==> src/rtl/mem_arbiter_if.sv <==
// Bus bundle between the monitor/CPU requesters, the shared block RAM and mem_arbiter.
// Handshake: a requester raises m<n>_req with its payload and holds it until m<n>_gnt is seen high;
// gnt is a one-cycle acknowledge, m<n>_rvalid pulses one cycle after a read grant.
interface mem_arbiter_if #(
    parameter int ADDR_WIDTH = 12,
    parameter int DATA_WIDTH = 8
);
    logic                  m0_req;
    logic                  m0_we;
    logic [ADDR_WIDTH-1:0] m0_addr;
    logic [DATA_WIDTH-1:0] m0_wdata;
    logic                  m0_lock;
    logic                  m0_gnt;
    logic                  m0_rvalid;
    logic [DATA_WIDTH-1:0] m0_rdata;

    logic                  m1_req;
    logic                  m1_we;
    logic [ADDR_WIDTH-1:0] m1_addr;
    logic [DATA_WIDTH-1:0] m1_wdata;
    logic                  m1_lock;
    logic                  m1_gnt;
    logic                  m1_rvalid;
    logic [DATA_WIDTH-1:0] m1_rdata;

    logic [ADDR_WIDTH-1:0] ram_raddr;
    logic [ADDR_WIDTH-1:0] ram_waddr;
    logic [DATA_WIDTH-1:0] ram_din;
    logic                  ram_write_en;
    logic [DATA_WIDTH-1:0] ram_dout;
    logic [1:0]            owner;

    modport slave (
        input  m0_req, m0_we, m0_addr, m0_wdata, m0_lock,
        output m0_gnt, m0_rvalid, m0_rdata,
        input  m1_req, m1_we, m1_addr, m1_wdata, m1_lock,
        output m1_gnt, m1_rvalid, m1_rdata,
        output ram_raddr, ram_waddr, ram_din, ram_write_en,
        input  ram_dout,
        output owner
    );

    modport master (
        output m0_req, m0_we, m0_addr, m0_wdata, m0_lock,
        input  m0_gnt, m0_rvalid, m0_rdata,
        output m1_req, m1_we, m1_addr, m1_wdata, m1_lock,
        input  m1_gnt, m1_rvalid, m1_rdata,
        input  ram_raddr, ram_waddr, ram_din, ram_write_en,
        output ram_dout,
        input  owner
    );
endinterface

==> src/rtl/mem_arbiter.sv <==
// Two-port arbiter (monitor = port 0, CPU = port 1) for the shared block RAM.
// One access per clock, round-robin or fixed priority, with lock for burst ownership.
module mem_arbiter #(
    parameter int ADDR_WIDTH = 12,
    parameter int DATA_WIDTH = 8,
    parameter bit FAIR       = 1'b1
) (
    input logic          clk,
    input logic          rst,
    mem_arbiter_if.slave bus
);
    // Encoding matches the owner output so state is visible directly.
    typedef enum logic [1:0] {
        IDLE = 2'b00,
        OWN0 = 2'b01,
        OWN1 = 2'b10
    } state_t;

    state_t                state;
    logic                  last_gnt;
    logic                  rvalid0_q;
    logic                  rvalid1_q;
    logic [ADDR_WIDTH-1:0] addr_q;
    logic                  gnt0;
    logic                  gnt1;
    logic [ADDR_WIDTH-1:0] sel_addr;

    always_comb begin
        gnt0 = 1'b0;
        gnt1 = 1'b0;
        if (!rst) begin
            case (state)
                IDLE: begin
                    if (bus.m0_req && bus.m1_req) begin
                        if (FAIR) begin
                            gnt0 = last_gnt;
                            gnt1 = !last_gnt;
                        end else begin
                            gnt0 = 1'b1;
                        end
                    end else begin
                        gnt0 = bus.m0_req;
                        gnt1 = bus.m1_req;
                    end
                end
                OWN0:    gnt0 = bus.m0_req;
                OWN1:    gnt1 = bus.m1_req;
                default: ;
            endcase
        end
    end

    assign sel_addr = gnt1 ? bus.m1_addr : bus.m0_addr;

    // Address lines hold the last granted address when idle so the RAM sees no spurious activity.
    assign bus.ram_raddr    = (gnt0 || gnt1) ? sel_addr : addr_q;
    assign bus.ram_waddr    = (gnt0 || gnt1) ? sel_addr : addr_q;
    assign bus.ram_din      = gnt1 ? bus.m1_wdata : bus.m0_wdata;
    assign bus.ram_write_en = (gnt0 && bus.m0_we) || (gnt1 && bus.m1_we);

    assign bus.m0_gnt    = gnt0;
    assign bus.m1_gnt    = gnt1;
    assign bus.m0_rvalid = rvalid0_q && !rst;
    assign bus.m1_rvalid = rvalid1_q && !rst;
    assign bus.m0_rdata  = bus.ram_dout;
    assign bus.m1_rdata  = bus.ram_dout;
    assign bus.owner     = state;

    always_ff @(posedge clk) begin
        if (rst) begin
            state     <= IDLE;
            last_gnt  <= 1'b1;
            rvalid0_q <= 1'b0;
            rvalid1_q <= 1'b0;
            addr_q    <= '0;
        end else begin
            rvalid0_q <= gnt0 && !bus.m0_we;
            rvalid1_q <= gnt1 && !bus.m1_we;
            if (gnt0 || gnt1) begin
                last_gnt <= gnt1;
                addr_q   <= sel_addr;
            end
            // Lock is only honoured on the port that actually won this cycle.
            case (state)
                IDLE: begin
                    if (gnt0 && bus.m0_lock)      state <= OWN0;
                    else if (gnt1 && bus.m1_lock) state <= OWN1;
                end
                OWN0:    if (!bus.m0_lock) state <= IDLE;
                OWN1:    if (!bus.m1_lock) state <= IDLE;
                default: state <= IDLE;
            endcase
        end
    end
endmodule

==> src/flat_wrapper.sv <==
// flat-port wrapper written by rule: the top's interface ports become plain ports
module mem_arbiter_flat 
#(
    parameter int ADDR_WIDTH = 12,
    parameter int DATA_WIDTH = 8,
    parameter bit FAIR       = 1'b1
)
  (clk, rst, bus_m0_req, bus_m0_we, bus_m0_addr, bus_m0_wdata, bus_m0_lock, bus_m0_gnt, bus_m0_rvalid, bus_m0_rdata, bus_m1_req, bus_m1_we, bus_m1_addr, bus_m1_wdata, bus_m1_lock, bus_m1_gnt, bus_m1_rvalid, bus_m1_rdata, bus_ram_raddr, bus_ram_waddr, bus_ram_din, bus_ram_write_en, bus_ram_dout, bus_owner);
  mem_arbiter_if #(.ADDR_WIDTH(ADDR_WIDTH), .DATA_WIDTH(DATA_WIDTH)) bus_i ();
  input logic clk;
  input logic rst;
  input wire logic [$bits(bus_i.m0_req)-1:0] bus_m0_req;
  input wire logic [$bits(bus_i.m0_we)-1:0] bus_m0_we;
  input wire logic [$bits(bus_i.m0_addr)-1:0] bus_m0_addr;
  input wire logic [$bits(bus_i.m0_wdata)-1:0] bus_m0_wdata;
  input wire logic [$bits(bus_i.m0_lock)-1:0] bus_m0_lock;
  output wire logic [$bits(bus_i.m0_gnt)-1:0] bus_m0_gnt;
  output wire logic [$bits(bus_i.m0_rvalid)-1:0] bus_m0_rvalid;
  output wire logic [$bits(bus_i.m0_rdata)-1:0] bus_m0_rdata;
  input wire logic [$bits(bus_i.m1_req)-1:0] bus_m1_req;
  input wire logic [$bits(bus_i.m1_we)-1:0] bus_m1_we;
  input wire logic [$bits(bus_i.m1_addr)-1:0] bus_m1_addr;
  input wire logic [$bits(bus_i.m1_wdata)-1:0] bus_m1_wdata;
  input wire logic [$bits(bus_i.m1_lock)-1:0] bus_m1_lock;
  output wire logic [$bits(bus_i.m1_gnt)-1:0] bus_m1_gnt;
  output wire logic [$bits(bus_i.m1_rvalid)-1:0] bus_m1_rvalid;
  output wire logic [$bits(bus_i.m1_rdata)-1:0] bus_m1_rdata;
  output wire logic [$bits(bus_i.ram_raddr)-1:0] bus_ram_raddr;
  output wire logic [$bits(bus_i.ram_waddr)-1:0] bus_ram_waddr;
  output wire logic [$bits(bus_i.ram_din)-1:0] bus_ram_din;
  output wire logic [$bits(bus_i.ram_write_en)-1:0] bus_ram_write_en;
  input wire logic [$bits(bus_i.ram_dout)-1:0] bus_ram_dout;
  output wire logic [$bits(bus_i.owner)-1:0] bus_owner;
  assign bus_i.m0_req = bus_m0_req;
  assign bus_i.m0_we = bus_m0_we;
  assign bus_i.m0_addr = bus_m0_addr;
  assign bus_i.m0_wdata = bus_m0_wdata;
  assign bus_i.m0_lock = bus_m0_lock;
  assign bus_m0_gnt = bus_i.m0_gnt;
  assign bus_m0_rvalid = bus_i.m0_rvalid;
  assign bus_m0_rdata = bus_i.m0_rdata;
  assign bus_i.m1_req = bus_m1_req;
  assign bus_i.m1_we = bus_m1_we;
  assign bus_i.m1_addr = bus_m1_addr;
  assign bus_i.m1_wdata = bus_m1_wdata;
  assign bus_i.m1_lock = bus_m1_lock;
  assign bus_m1_gnt = bus_i.m1_gnt;
  assign bus_m1_rvalid = bus_i.m1_rvalid;
  assign bus_m1_rdata = bus_i.m1_rdata;
  assign bus_ram_raddr = bus_i.ram_raddr;
  assign bus_ram_waddr = bus_i.ram_waddr;
  assign bus_ram_din = bus_i.ram_din;
  assign bus_ram_write_en = bus_i.ram_write_en;
  assign bus_i.ram_dout = bus_ram_dout;
  assign bus_owner = bus_i.owner;
  mem_arbiter #(.ADDR_WIDTH(ADDR_WIDTH), .DATA_WIDTH(DATA_WIDTH), .FAIR(FAIR)) u_core (.clk(clk), .rst(rst), .bus(bus_i));
endmodule
==> config.mk <==
export PLATFORM = sky130hd
export DESIGN_NAME = mem_arbiter_flat
export DESIGN_NICKNAME = d
export VERILOG_FILES = /design/src/rtl/mem_arbiter_if.sv /design/src/rtl/mem_arbiter.sv /design/src/flat_wrapper.sv
export SDC_FILE = /design/constraint.sdc
export NUM_CORES = 1
export LEC_CHECK = 0
export BUFFER_PORTS_ARGS = -buffer_cell sky130_fd_sc_hd__buf_4
export CORE_MARGIN = 2
export CORE_UTILIZATION = 36
export CTS_BUF_LIST = sky130_fd_sc_hd__clkbuf_8
export CTS_CLUSTER_SIZE = 40
export DETAILED_ROUTE_END_ITERATION = 8
export PLACE_DENSITY_LB_ADDON = 0.12
export SYNTH_ARGS = -nofsm -noshare
export SYNTH_HDL_FRONTEND = slang
export SYNTH_SLANG_ARGS = --single-unit
==> constraint.sdc <==
create_clock -name clk -period 2.15 [get_ports clk]
set_input_delay 0.43 -clock clk [delete_from_list [all_inputs] [get_ports clk]]
set_output_delay 0.43 -clock clk [all_outputs]
set_load 0.005 [all_outputs]
# Word-level counts from Yosys, hierarchy flattened
# Index checks and enable logic that the tools add are counted.
# totals
ff_bits	17
inputBits	56
output_inout_bits	55
wordCells	41
# op_classes
n_eq_ne	5
mux	14
reduce_logical	17
# op_table
cell	count
12-bit 2-to-1 mux	2
1-bit logical AND	9
2-bit 2-to-1 mux	4
8-bit 2-to-1 mux	1
2-bit case mux with 3 select lines	1
1-bit logical NOT	4
1-bit 2-to-1 mux	4
2-bit inequality test (second input constant)	2
1-bit case mux with 2 select lines	2
3-bit by 1-bit inequality test with 1-bit output (second input constant)	1
3-bit AND reduction	1
2-bit by 1-bit equality test with 1-bit output (second input constant)	1
2-bit equality test (second input constant)	1
2-bit logical NOT	1
1-bit logical OR	2

# Depth between registers and ports, before layout
# Gate-level depths: netlist of run 1.
# depth
word_depth	8
ltp_mapped	6
ltp_nobuf	4

# Least setup slack after synthesis of run 1
# No wires, ideal clock.
# synth_path
path_type	input port to output port
startpoint	input bus_m0_req
endpoint	output bus_ram_waddr[2]
arrival_ns	1.493
t_required_ns	1.720
setup_slack_ns	0.227
path_stages	6
n_path_buf	2
cell_sequence	and3b_1 nor3_4 buf_4 a222oi_1 inv_1 buf_4
# synth_via
elab_chain_len	6
elab_cells_between_ends	10
classes_between	mux: 8; reduce/logical: 2
# synth_rtl
item	line_no	source
from (decl)	flat_wrapper.sv:12	input wire logic [$bits(bus_i.m0_req)-1:0] bus_m0_req;
1-bit logical AND	mem_arbiter.sv:34	if (bus.m0_req && bus.m1_req) begin
1-bit 2-to-1 mux	mem_arbiter.sv:34	
1-bit case mux with 2 select lines	mem_arbiter.sv:32	case (state)
1-bit 2-to-1 mux	mem_arbiter.sv:31	if (!rst) begin
12-bit 2-to-1 mux / 1-bit logical OR (equally long branches)	n/a	
12-bit 2-to-1 mux *	n/a	
to (decl)	flat_wrapper.sv:29	output wire logic [$bits(bus_i.ram_waddr)-1:0] bus_ram_waddr;
# Mark *: on every way between the ends. The rest lies on a longest branch, timed or not.

# Worst setup path in the final report of run 1
# layout_path
startpoint	register u_core.state[0] (netlist: u_core.bus.owner[0])
endpoint	output bus_ram_waddr[10]
# layout_via
elab_chain_len	5
elab_cells_between_ends	10
classes_between	eq/ne: 2; mux: 6; reduce/logical: 2
# layout_rtl
item	line_no	source
from (decl)	mem_arbiter.sv:19	state_t state;
from (signal assigned)	mem_arbiter.sv:71	state <= IDLE;
from (signal assigned)	mem_arbiter.sv:86	if (gnt0 && bus.m0_lock) state <= OWN0;
from (signal assigned)	mem_arbiter.sv:87	else if (gnt1 && bus.m1_lock) state <= OWN1;
2-bit equality test, or another cell as far along	mem_arbiter.sv:32	
1-bit case mux with 2 select lines	mem_arbiter.sv:32	
1-bit 2-to-1 mux	mem_arbiter.sv:31	
12-bit 2-to-1 mux / 1-bit logical OR (equally long branches)	mem_arbiter.sv:53, mem_arbiter.sv:57	
12-bit 2-to-1 mux *	mem_arbiter.sv:57	assign bus.ram_waddr = (gnt0 || gnt1) ? sel_addr : addr_q;
# Marked as above.

==> summary.md, run 1 <==
| Metric | Value |
|---|---|
| Via density | 4.88 |
| Via count | between 1000 and 1500 |
| Worst-margin pin slew | 0.369 ns |
| Global Route Usage Sum | 16.3% |
| Final Hold Fails | 0 |
| Vias in the first global route | 1004 |
| DRT iter0 DRCs | between 50 and 60 |
| Peak Freq | ~470 MHz |
| Status | completed |
| Peak supply drop | 474 uV |
| Min Tclk post-route | 2.14 ns |
| Max Cap Viol | 0 |
| Root Driver | clkbuf_8 |
| Setup crit start | u_core.bus.owner[0]$_SDFFE_PP0P_ |
| Worst Slack Setup Final | 0.00513 ns |
| Post-Syn Instances | 115 |
| Die X | 58.5 um |
| Antenna violations before repair | 0 |
| Reg2Reg Depth | 6 |
| CP Capture Type | output port |
| Leak | 0.956 nW |
| Largest net degree at the start of global routing | 12 |
| Final setup viols | 0 |
| Mean Syn Cell Area | 9.31 um2 |
| CTS buffer count | 3 |
| Setup Crit Path Kind | reg2out |
| Final Max Tran Viols | 0 |
| Port bufs | 86 |
| Final Cycle Share | 99.8% |
| Clock Tree Buf Depth | 2 |
| WL/cell | 13.4 um |
| Flop-to-flop setup slack | 0.63 ns |
| Hold slack | approximately 0.35 ns |
| Critical Path End | bus_ram_waddr[10] |
| Post-DP HPWL | 2.20 mm |
| Ant diodes | 0 |
| Pwr dens | slightly above 500 nW/um2 |
| Worst Clk Skew | 0.00407 ns |
| First-pass DRT Iterations | 5 |
| Tot Pwr | 0.000928 W |
| Ratio of cells with drive above 1 in the final layout | 68.4% |
| # fillers | between 200 and 250 |
| Slew HR | 75.4% |
| Die Y | 58.5 um |
| CTS Sinks | 17 |
| Netlist cell types | 26 |
| First-pass GRT wire length | between 4 and 5 mm |
| Antenna-violating nets left | 0 |
| Worst r2r dst | u_core.addr_q[7]$_SDFF_PP0_ |
| # nets final | 247 |
| Crit path DAT | ~1.7 ns |
| Core Region | 2780 um2 |
| YS warnings | 0 |
| Crit-path max FO | 7 |
| HP Class | in2reg |
| Setup_tns | 0 ns |
| CTS tree | built |
| # rows | 19 |
| Cell Area, Synth | 1070 um2 |
| Die area | 3430 um2 |
| Final WL | 2.96 mm |
| Starting Density | slightly below 40% |
| RSZ-0062 raised after global routing | true |
| RD Place Congestion | approximately 0.71 |
| Register area share after synthesis | 31.8% |
| Total grt overflow | 0 |
| Place WS | 0.0375 ns |
| Worst-path clk slew | 0.07 ns |
| Clk_lat worst skew | 0.24 ns |
| Syn_nets | 171 |
| H-tree depth | 1 |
| Flops & latches, synth | 17 |
| Crit Reg-Reg Startpoint | u_core.bus.owner[1]$_SDFFE_PP0P_ |
| CP Data Required Time | 1.72 ns |
| DR DRC count | 0 |
| Synth-to-Final Area Change | 68.8% |
| # IOs | 111 |
| Worst Setup Start Kind | register |
==> sequential cells by signal, indices dropped and copies added, names as in the netlist <==
signal,flops
u_core.last_gnt,1
u_core.rvalid0_q,1
u_core.rvalid1_q,1
u_core.addr_q,12
u_core.bus.owner,2
==> cells in the mapped netlist <==
master | instances | share of area (%)
buf_4 | 30 | 21
dfxtp_1 | 17 | 32
nor2_1 | 14 | 4.9
a222oi_1 | 11 | 10
inv_1 | 11 | 3.9
mux2_2 | 8 | 8.4
clkbuf_1 | 2 | 0.70
nand2b_4 | 2 | 2.6
nor2b_1 | 2 | 1.2
nor4_1 | 2 | 1.2
a211o_1 | 1 | 0.82
a21o_1 | 1 | 0.70
a21oi_1 | 1 | 0.47
a22o_1 | 1 | 0.82
a311oi_2 | 1 | 1.4
a31oi_1 | 1 | 0.58
and3b_1 | 1 | 0.82
buf_2 | 1 | 0.47
buf_6 | 1 | 1.1
nand2_2 | 1 | 0.58
nand2b_1 | 1 | 0.58
nor3_2 | 1 | 0.93
nor3_4 | 1 | 1.5
nor3b_2 | 1 | 1.2
nor4b_1 | 1 | 0.82
nor4b_2 | 1 | 1.4
==> final cells by class <==
cell class / instances / area (um2) / share of cell area, %
repair buffers: 105 / 842 / 46.6
multi-input cells: 53 / 492 / 27.2
flip-flops and latches: 17 / 349 / 19.3
clock buffers: 3 / 41.3 / 2.28
inverters: 11 / 41.3 / 2.28
well taps: 31 / 38.8 / 2.15
clock inverters: 1 / 3.75 / 0.208
==> worst min-delay path by stage <==
stage / to / startpoint / slack [ns] / cells after the start
detailed placement: u_core.bus.owner[0]$_SDFFE_PP0P_ / u_core.bus.owner[1]$_SDFFE_PP0P_ / 0.50 / 1
global route: u_core.rvalid1_q$_SDFF_PP0_ / bus_m1_we / 0.35 / 2
CTS: u_core.rvalid1_q$_SDFF_PP0_ / bus_m1_we / 0.35 / 2
global placement: u_core.bus.owner[0]$_SDFFE_PP0P_ / u_core.bus.owner[1]$_SDFFE_PP0P_ / 0.49 / 1
finish: u_core.rvalid1_q$_SDFF_PP0_ / bus_m1_we / 0.35 / 2
floorplan: u_core.last_gnt$_SDFFE_PP1N_ / u_core.last_gnt$_SDFFE_PP1N_ / 0.47 / 1
==> where the power goes <==
part	switching [W]	total, W	internal, W
Sequential	0.00000873	0.000343	0.000334
Combinational	0.000128	0.000358	0.000230
Clock	0.000101	0.000227	0.000126
==> critical path: stages (launching register included) <==
cell and delay, ns:
dfxtp_4 0.37, nand2b_4 0.17, nor3_4 0.30, buf_6 0.20, nand2_2 0.08, a31oi_2 0.21, buf_4 0.14
==> layer usage <==
metal / GRT usage [%] / routed length, um
met1: 18.5 / 1080
met2: 30.5 / 1550
met3: 2.64 / 294
met4: 5.32 / 43
met5: 0 / 0
==> repair_timing <==
item / CTS / global route
setup endpoints to repair: 32 / 32
setup buffers: 4 / 7
hold buffers: 0 / 0
pin swaps: 11 / 5
resized for setup: 9 / 25
cloned: 2 / 0
==> cell families (layout without fill, tap and decap cells) <==
group	Yosys count	in the layout	synth area share, %
AOI/OAI and AO/OA	17	17	15.1
DFF	17	17	31.8
and+or+nand+nor	28	28	17.6
muxes	8	8	8.41
buffers and inverters	45	120	27.1
==> cells in the final DEF (no fill, tap or decap), types with 2 or more instances in the layout <==
cell type / netlist / final
clkbuf_8: 0 / 3
dfxtp_1: 17 / 14
nor2b_1: 2 / 2
buf_4: 30 / 89
dfxtp_4: 0 / 2
buf_6: 1 / 15
inv_1: 11 / 12
nor4_1: 2 / 2
a222oi_1: 11 / 11
nor2_1: 14 / 14
mux2_4: 0 / 8
nand2b_4: 2 / 2
==> per-stage QoR <==
| stage | instances | instance area [um2] | util, % |
|---|---|---|---|
| after detailed placement | 204 | 1550 | 55.8 |
| after global placement | 204 | 1550 | 55.8 |
| after floorplan | 115 | 1070 | - |
| final | 221 | 1810 | 65.0 |
| after global routing | 221 | 1810 | 65.0 |
| after CTS | 214 | 1660 | 59.8 |
Note: power is estimated with default switching activity, not from simulation.
==> run 2: changes to the inputs <==
==> constraint.sdc (replaced) <==
create_clock -name clk -period 2.15 [get_ports clk]
set_input_delay 0.3225 -clock clk [delete_from_list [all_inputs] [get_ports clk]]
set_output_delay 0.3225 -clock clk [all_outputs]
set_load 0.005 [all_outputs]
==> summary.md, run 2 (synthesized netlist as in run 1, its figures left out) <==
| Metric | Value |
|---|---|
| First-pass GRT wire length | 4.28 mm (-3.3%) |
| CTS tree | built |
| Die area | 3430 um2 (unchanged) |
| Fin cells | 211 (-4.5%) |
| Critical path, cell by cell | and3b_2 > nor3_4 > clkbuf_4 > mux2_2 > buf_4 |
| WL/cell | 13.3 um (-0.89%) |
| Antenna violations before repair | 0 (unchanged) |
| Combinational share of power | 35.1% (-3.5 points) |
| HP Class | in2reg |
| Die Y | 58.5 um (unchanged) |
| Status | completed |
| Antenna-violating nets left | 0 (unchanged) |
| RSZ-0062 raised after global routing | true |
| Switch Pwr | 0.000227 W (-4.4%) |
| Crit path DAT | 1.78 ns (+0.07 ns) |
| Uppermost routed layer | met4 |
| Max Cap Viol | 0 (unchanged) |
| Seq pwr share | 38.9% (+1.9 points) |
| Min Tclk post-route | 2.10 ns (-0.0470 ns) |
| Pwr dens | 535 nW/um2 (+4.3%) |
| Largest net degree at the start of global routing | 24 (+12) |
| Starting Density | 38.5% (unchanged) |
| Die X | 58.5 um (unchanged) |
| CP Capture Type | output port |
| Final Cycle Share | 97.6% (-2.2 points) |
| Worst-path clk slew | 0.07 ns (about the same) |
| Ant diodes | 0 (unchanged) |
| Most common cell after layout, fill and taps aside | buf_4 |
| Final WL | 2.80 mm (-5.4%) |
| # fillers | 247 (unchanged) |
| Routed wl met2 | 1.49 mm (-3.7%) |
| CTS Sinks | 17 (unchanged) |
| Max FFs per register | 12 (unchanged) |
| Vias in the first global route | 988 (-1.6%) |
| RD Place Congestion | 0.692 (-3.0%) |
| First-pass DRT Iterations | 5 (unchanged) |
| Worst-margin pin slew | 0.370 ns (+0.000906 ns) |
| Total grt overflow | 0 (unchanged) |
| Leak | 0.863 nW (-9.7%) |
| Cell-internal power | 0.000656 W (-5.1%) |
| DR DRC count | 0 (unchanged) |
| Via density | 5.00 (+2.5%) |
| Top reg by flops | u_core.addr_q |
| Placed Instances | 202 (-0.98%) |
| Post-DP HPWL | 2.16 mm (-1.8%) |
| Setup Crit Path Kind | reg2out |
| Setup_tns | 0 ns (unchanged) |
| Clock Tree Buf Depth | 2 (unchanged) |
| Final setup viols | 0 (unchanged) |
| Switching share of power | 25.7% (+0.14 points) |
| Clk_lat worst skew | 0.24 ns (about the same) |
| DRT met1 WL | 974 um (-9.4%) |
| Commonest cells after routing, fill and taps aside | buf_4, nor2_1, dfxtp_1 |
| Ratio of cells with drive above 1 in the final layout | 66.1% (-2.3 points) |
| Core Region | 2780 um2 (unchanged) |
| Met3 wire length | 294 um (unchanged) |
| Crit-path max FO | 6 (-1) |
| CP Data Required Time | 1.83 ns (+0.11 ns) |
| DRT iter0 DRCs | 56 (-5.1%) |
| CTS buffer count | 3 (unchanged) |
| Synth-to-Final Area Change | 53.9% |
| # rows | 19 (unchanged) |
| CP max stage delay | 0.36 ns (about the same) |
| H-tree depth | 1 (unchanged) |
| Final Hold Fails | 0 (unchanged) |
| Port bufs | 86 (unchanged) |
| Via count | 1056 (-2.1%) |
| Worst Clk Skew | 0.00369 ns (-0.000375 ns) |
| Root Driver | clkbuf_8 |
| Critical-path top delay cell | dfxtp_4 |
| Worst Setup Start Kind | register |
| Final Max Tran Viols | 0 (unchanged) |
| Peak supply drop | 403 uV (-15%) |
| Peak Freq | 477 MHz (+2.2%) |
| # nets final | 237 (-4.0%) |
| Slew HR | 75.3% (about the same) |
| # IOs | 111 (unchanged) |
| Global Route Usage Sum | 15.6% (-0.65 points) |
| Clock share of power | 25.9% (+1.4 points) |
[run 2: worst paths after layout]
check / start / endpoint / slack (ns) / cells past startpoint
min: bus_m1_we / u_core.rvalid1_q$_SDFF_PP0_ / 0.24 / 2
min reg2reg: u_core.bus.owner[0]$_SDFFE_PP0P_ / u_core.bus.owner[1]$_SDFFE_PP0P_ / 0.50 / 1
max: u_core.last_gnt$_SDFFE_PP1N_ / bus_ram_din[4] / 0.05 / 5
max reg2reg: u_core.bus.owner[1]$_SDFFE_PP0P_ / u_core.addr_q[7]$_SDFF_PP0_ / 0.61 / 6
[run 2: timing repair]
item,in CTS,in global routing
hold buffers,0,0
endpoints found under the setup margin,0,32
gates resized for setup,0,11
setup buffers,0,4
[run 2: worst max-delay path: cells and delay by family (launching register included)]
kind | cells | cell delay [ns]
simple gates | 2 | 0.47
buf+inv | 2 | 0.36
mux | 1 | 0.33
flops | 1 | 0.36
[run 2: final cells by class]
class	instances	area, um2	area share [%]
repair buffers	95	721	43.7
multi-input cells	53	455	27.6
flip-flops and latches	17	347	21.0
clock buffers	3	41.3	2.51
inverters	11	41.3	2.51
well taps	31	38.8	2.35
clock inverters	1	3.75	0.228
[run 2: power groups by stage]
stage / logic (W) / registers (W) / clock network, W
2_1_floorplan: 0.000172 / 0.000348 / 0
3_3_place_gp: 0.000293 / 0.000349 / 0
3_5_place_dp: 0.000297 / 0.000350 / 0
4_1_cts: 0.000298 / 0.000343 / 0.000234
5_1_grt: 0.000339 / 0.000345 / 0.000248
6_report: 0.000310 / 0.000344 / 0.000229
[run 2: per-layer routing]
layer  vias up  global-route usage (%)
met3         7                    2.86
met2        59                    30.0
met4         0                    5.32
li1        507                       -
met5         -                       0
met1       483                    16.9
[run 2: per-stage QoR]
stage	hold slack [ns]	utilization [%]	power, W	setup slack, ns	area, um2
finish	0.243	59.2	0.000882	0.0521	1650
global route	0.245	59.2	0.000932	-0.0184	1650
global placement	0.484	55.2	0.000642	0.276	1540
detailed placement	0.489	55.2	0.000647	0.249	1540
floorplan	0.401	-	0.000520	0.376	1070
CTS	0.244	56.9	0.000875	0.0144	1580
==> run 3: changes to the inputs <==
==> constraint.sdc (replaced) <==
create_clock -name clk -period 2.03 [get_ports clk]
set_input_delay 0.3045 -clock clk [delete_from_list [all_inputs] [get_ports clk]]
set_output_delay 0.3045 -clock clk [all_outputs]
set_load 0.005 [all_outputs]
==> summary.md, run 3 (synthesized netlist as in run 1, its figures left out) <==
| Metric | Value |
|---|---|
| Via count | 1118 (+5.9%) |
| Crit path DAT | 1.73 ns (-0.05 ns) |
| Vias in the first global route | 1031 (+4.4%) |
| HP Class | in2reg |
| Commonest cells after routing, fill and taps aside | buf_4, nor2_1, dfxtp_1 |
| Hold buffer count at CTS | 0 (unchanged) |
| Clk_lat worst skew | 0.25 ns (about the same) |
| WL/cell | 14.6 um (+9.9%) |
| Place WS | 0.165 ns (-0.0841 ns) |
| Worst Slack Setup Final | -0.00566 ns (-0.0578 ns) |
| Via density | 5.01 (+0.17%) |
| RSZ-0062 raised after global routing | true |
| Final Cycle Share | 100% |
| Total grt overflow | 0 (unchanged) |
| Slew HR | 74.8% (-0.52 points) |
| CTS buffer count | 3 (unchanged) |
| Area taken by flip-flops and latches | 349 um2 (+0.72%) |
| Failing checks | negative setup slack |
| Final Hold Fails | 0 (unchanged) |
| Critical path's top delay family | buffers and inverters |
| Worst Clk Skew | 0.00439 ns (+0.000702 ns) |
| Combined area of the multi-input logic cells | 484 um2 (+6.3%) |
| Global Route Usage Sum | 16.8% (+1.1 points) |
| Synth-to-Final Area Change | 68.0% |
| H-tree depth | 1 (unchanged) |
| Worst-margin pin slew | 0.378 ns (+0.00782 ns) |
| # nets final | 249 (+5.1%) |
| Min Tclk post-route | 2.04 ns |
| Buf+Inv Stages, Crit Path | 3 (+1) |
| CP Data Required Time | 1.73 ns (-0.10 ns) |
| Combinational share of power | 38.6% (+3.5 points) |
| Status | complete, but fails checks |
| Top reg by flops | u_core.addr_q |
| First-pass GRT wire length | 4.41 mm (+3.1%) |
| Setup Crit Path Kind | reg2out |
| # fillers | 241 (-2.4%) |
| Die area | 3430 um2 (unchanged) |
| CP Capture Type | output port |
| Antenna violations before repair | 0 (unchanged) |
| Critical-path top delay cell | a222oi_1 |
| CP max stage delay | 0.38 ns (+0.02 ns) |
| Seq pwr share | 36.7% (-2.2 points) |
| Clock share of power | 24.7% (-1.2 points) |
| Max Cap Viol | 0 (unchanged) |
| DRT iter0 DRCs | 48 (-14%) |
| Root Driver | clkbuf_8 |
| Starting Density | 38.5% (unchanged) |
| Flop-to-flop setup slack | 0.15 ns (-0.46 ns) |
| Switch Pwr | 0.000260 W (+15%) |
| Leak | 0.952 nW (+10%) |
| Final Max Tran Viols | 0 (unchanged) |
| Switching share of power | 26.2% (+0.51 points) |
| Clock Tree Buf Depth | 2 (unchanged) |
| Peak Freq | approximately 490 MHz |
| Worst-path clk slew | 0.06 ns (about the same) |
| Die X | 58.5 um (unchanged) |
| Worst Setup Start Kind | register |
| Largest net degree at the start of global routing | 14 (-42%) |
| Pwr dens | 551 nW/um2 (+2.9%) |
| Final WL | 3.25 mm (+16%) |
| Post-DP HPWL | 2.19 mm (+1.3%) |
| Core Region | 2780 um2 (unchanged) |
| Die Y | 58.5 um (unchanged) |
| Max FFs per register | 12 (unchanged) |
| Cell-internal power | 0.000731 W (+12%) |
| Hold slack | 0.224 ns (-0.0190 ns) |
| Port bufs | 86 (unchanged) |
| CTS Sinks | 17 (unchanged) |
| Critical path, cell by cell | and3b_2 > nor3_4 > buf_6 > a222oi_1 > inv_1 > buf_4 |
| # rows | 19 (unchanged) |
| # IOs | 111 (unchanged) |
| Ant diodes | 0 (unchanged) |
| DR DRC count | 0 (unchanged) |
| Antenna-violating nets left | 0 (unchanged) |
| Ratio of cells with drive above 1 in the final layout | 68.8% (+2.6 points) |
| First-pass DRT Iterations | 6 (+1) |
| RD Place Congestion | 0.730 (+5.5%) |
| Most common cell after layout, fill and taps aside | buf_4 |
| Peak supply drop | 418 uV (+3.7%) |
| Crit-path max FO | 6 (unchanged) |
| Final setup viols | 5 (+5) |
| CTS tree | built |
run 3: what timing repair did:
| item | in CTS | in global routing |
|---|---|---|
| pin swaps | 7 | 6 |
| gates resized for setup | 9 | 19 |
| setup buffers | 7 | 7 |
| hold endpoints to repair | 0 | 0 |
| cloned | 2 | 0 |
| endpoints found under the setup margin | 32 | 32 |
run 3: final timing paths:
path,depth (start not counted),to,startpoint
max,6,bus_ram_raddr[4],u_core.bus.owner[1]$_SDFFE_PP0P_
min,2,u_core.rvalid1_q$_SDFF_PP0_,bus_m1_we
max reg2reg,10,u_core.addr_q[4]$_SDFF_PP0_,u_core.bus.owner[1]$_SDFFE_PP0P_
min reg2reg,1,u_core.last_gnt$_SDFFE_PP1N_,u_core.last_gnt$_SDFFE_PP1N_
run 3: routing by layer:
metal  vias up  GRT usage [%]  part of all wire (%)
li1        529              -                     -
met1       518           16.6                    32
met2        62           32.3                    56
met3         9           3.08                   9.7
met4         0           9.30                   2.2
met5         -              0                     0
run 3: power groups by stage:
stage                     clock network, W  registers [W]  logic (W)
after global placement                   0       0.000370   0.000312
after detailed placement                 0       0.000370   0.000316
after CTS                         0.000250       0.000364   0.000344
final                             0.000245       0.000363   0.000383
after global routing              0.000266       0.000365   0.000412
after floorplan                          0       0.000368   0.000183
run 3: cell type report:
type / instances / share of cell area (%)
Clock buffer: 3 / 2.29
Tap cell: 31 / 2.16
Multi-Input combinational cell: 53 / 26.9
Inverter: 11 / 2.29
Sequential cell: 17 / 19.4
Timing Repair Buffer: 107 / 46.7
Clock inverter: 1 / 0.209
run 3: worst reg2reg max path: cells and delay by family (launching register included):
kind	cells	cell delay, ns
and+or+nand+nor	3	0.55
buffers and inverters	6	0.81
AOI/OAI and AO/OA	1	0.11
DFF	1	0.35
run 3: metrics by stage:
stage	std cells	util, %	power, W	cell area (um2)	TNS [ns]
2_1_floorplan	115	-	0.000551	1070	0
3_3_place_gp	203	55.5	0.000682	1540	0
3_5_place_dp	203	55.5	0.000687	1540	0
4_1_cts	216	60.2	0.000957	1670	0
5_1_grt	223	64.7	0.00104	1800	-1.78
6_report	223	64.7	0.000991	1800	-0.0107
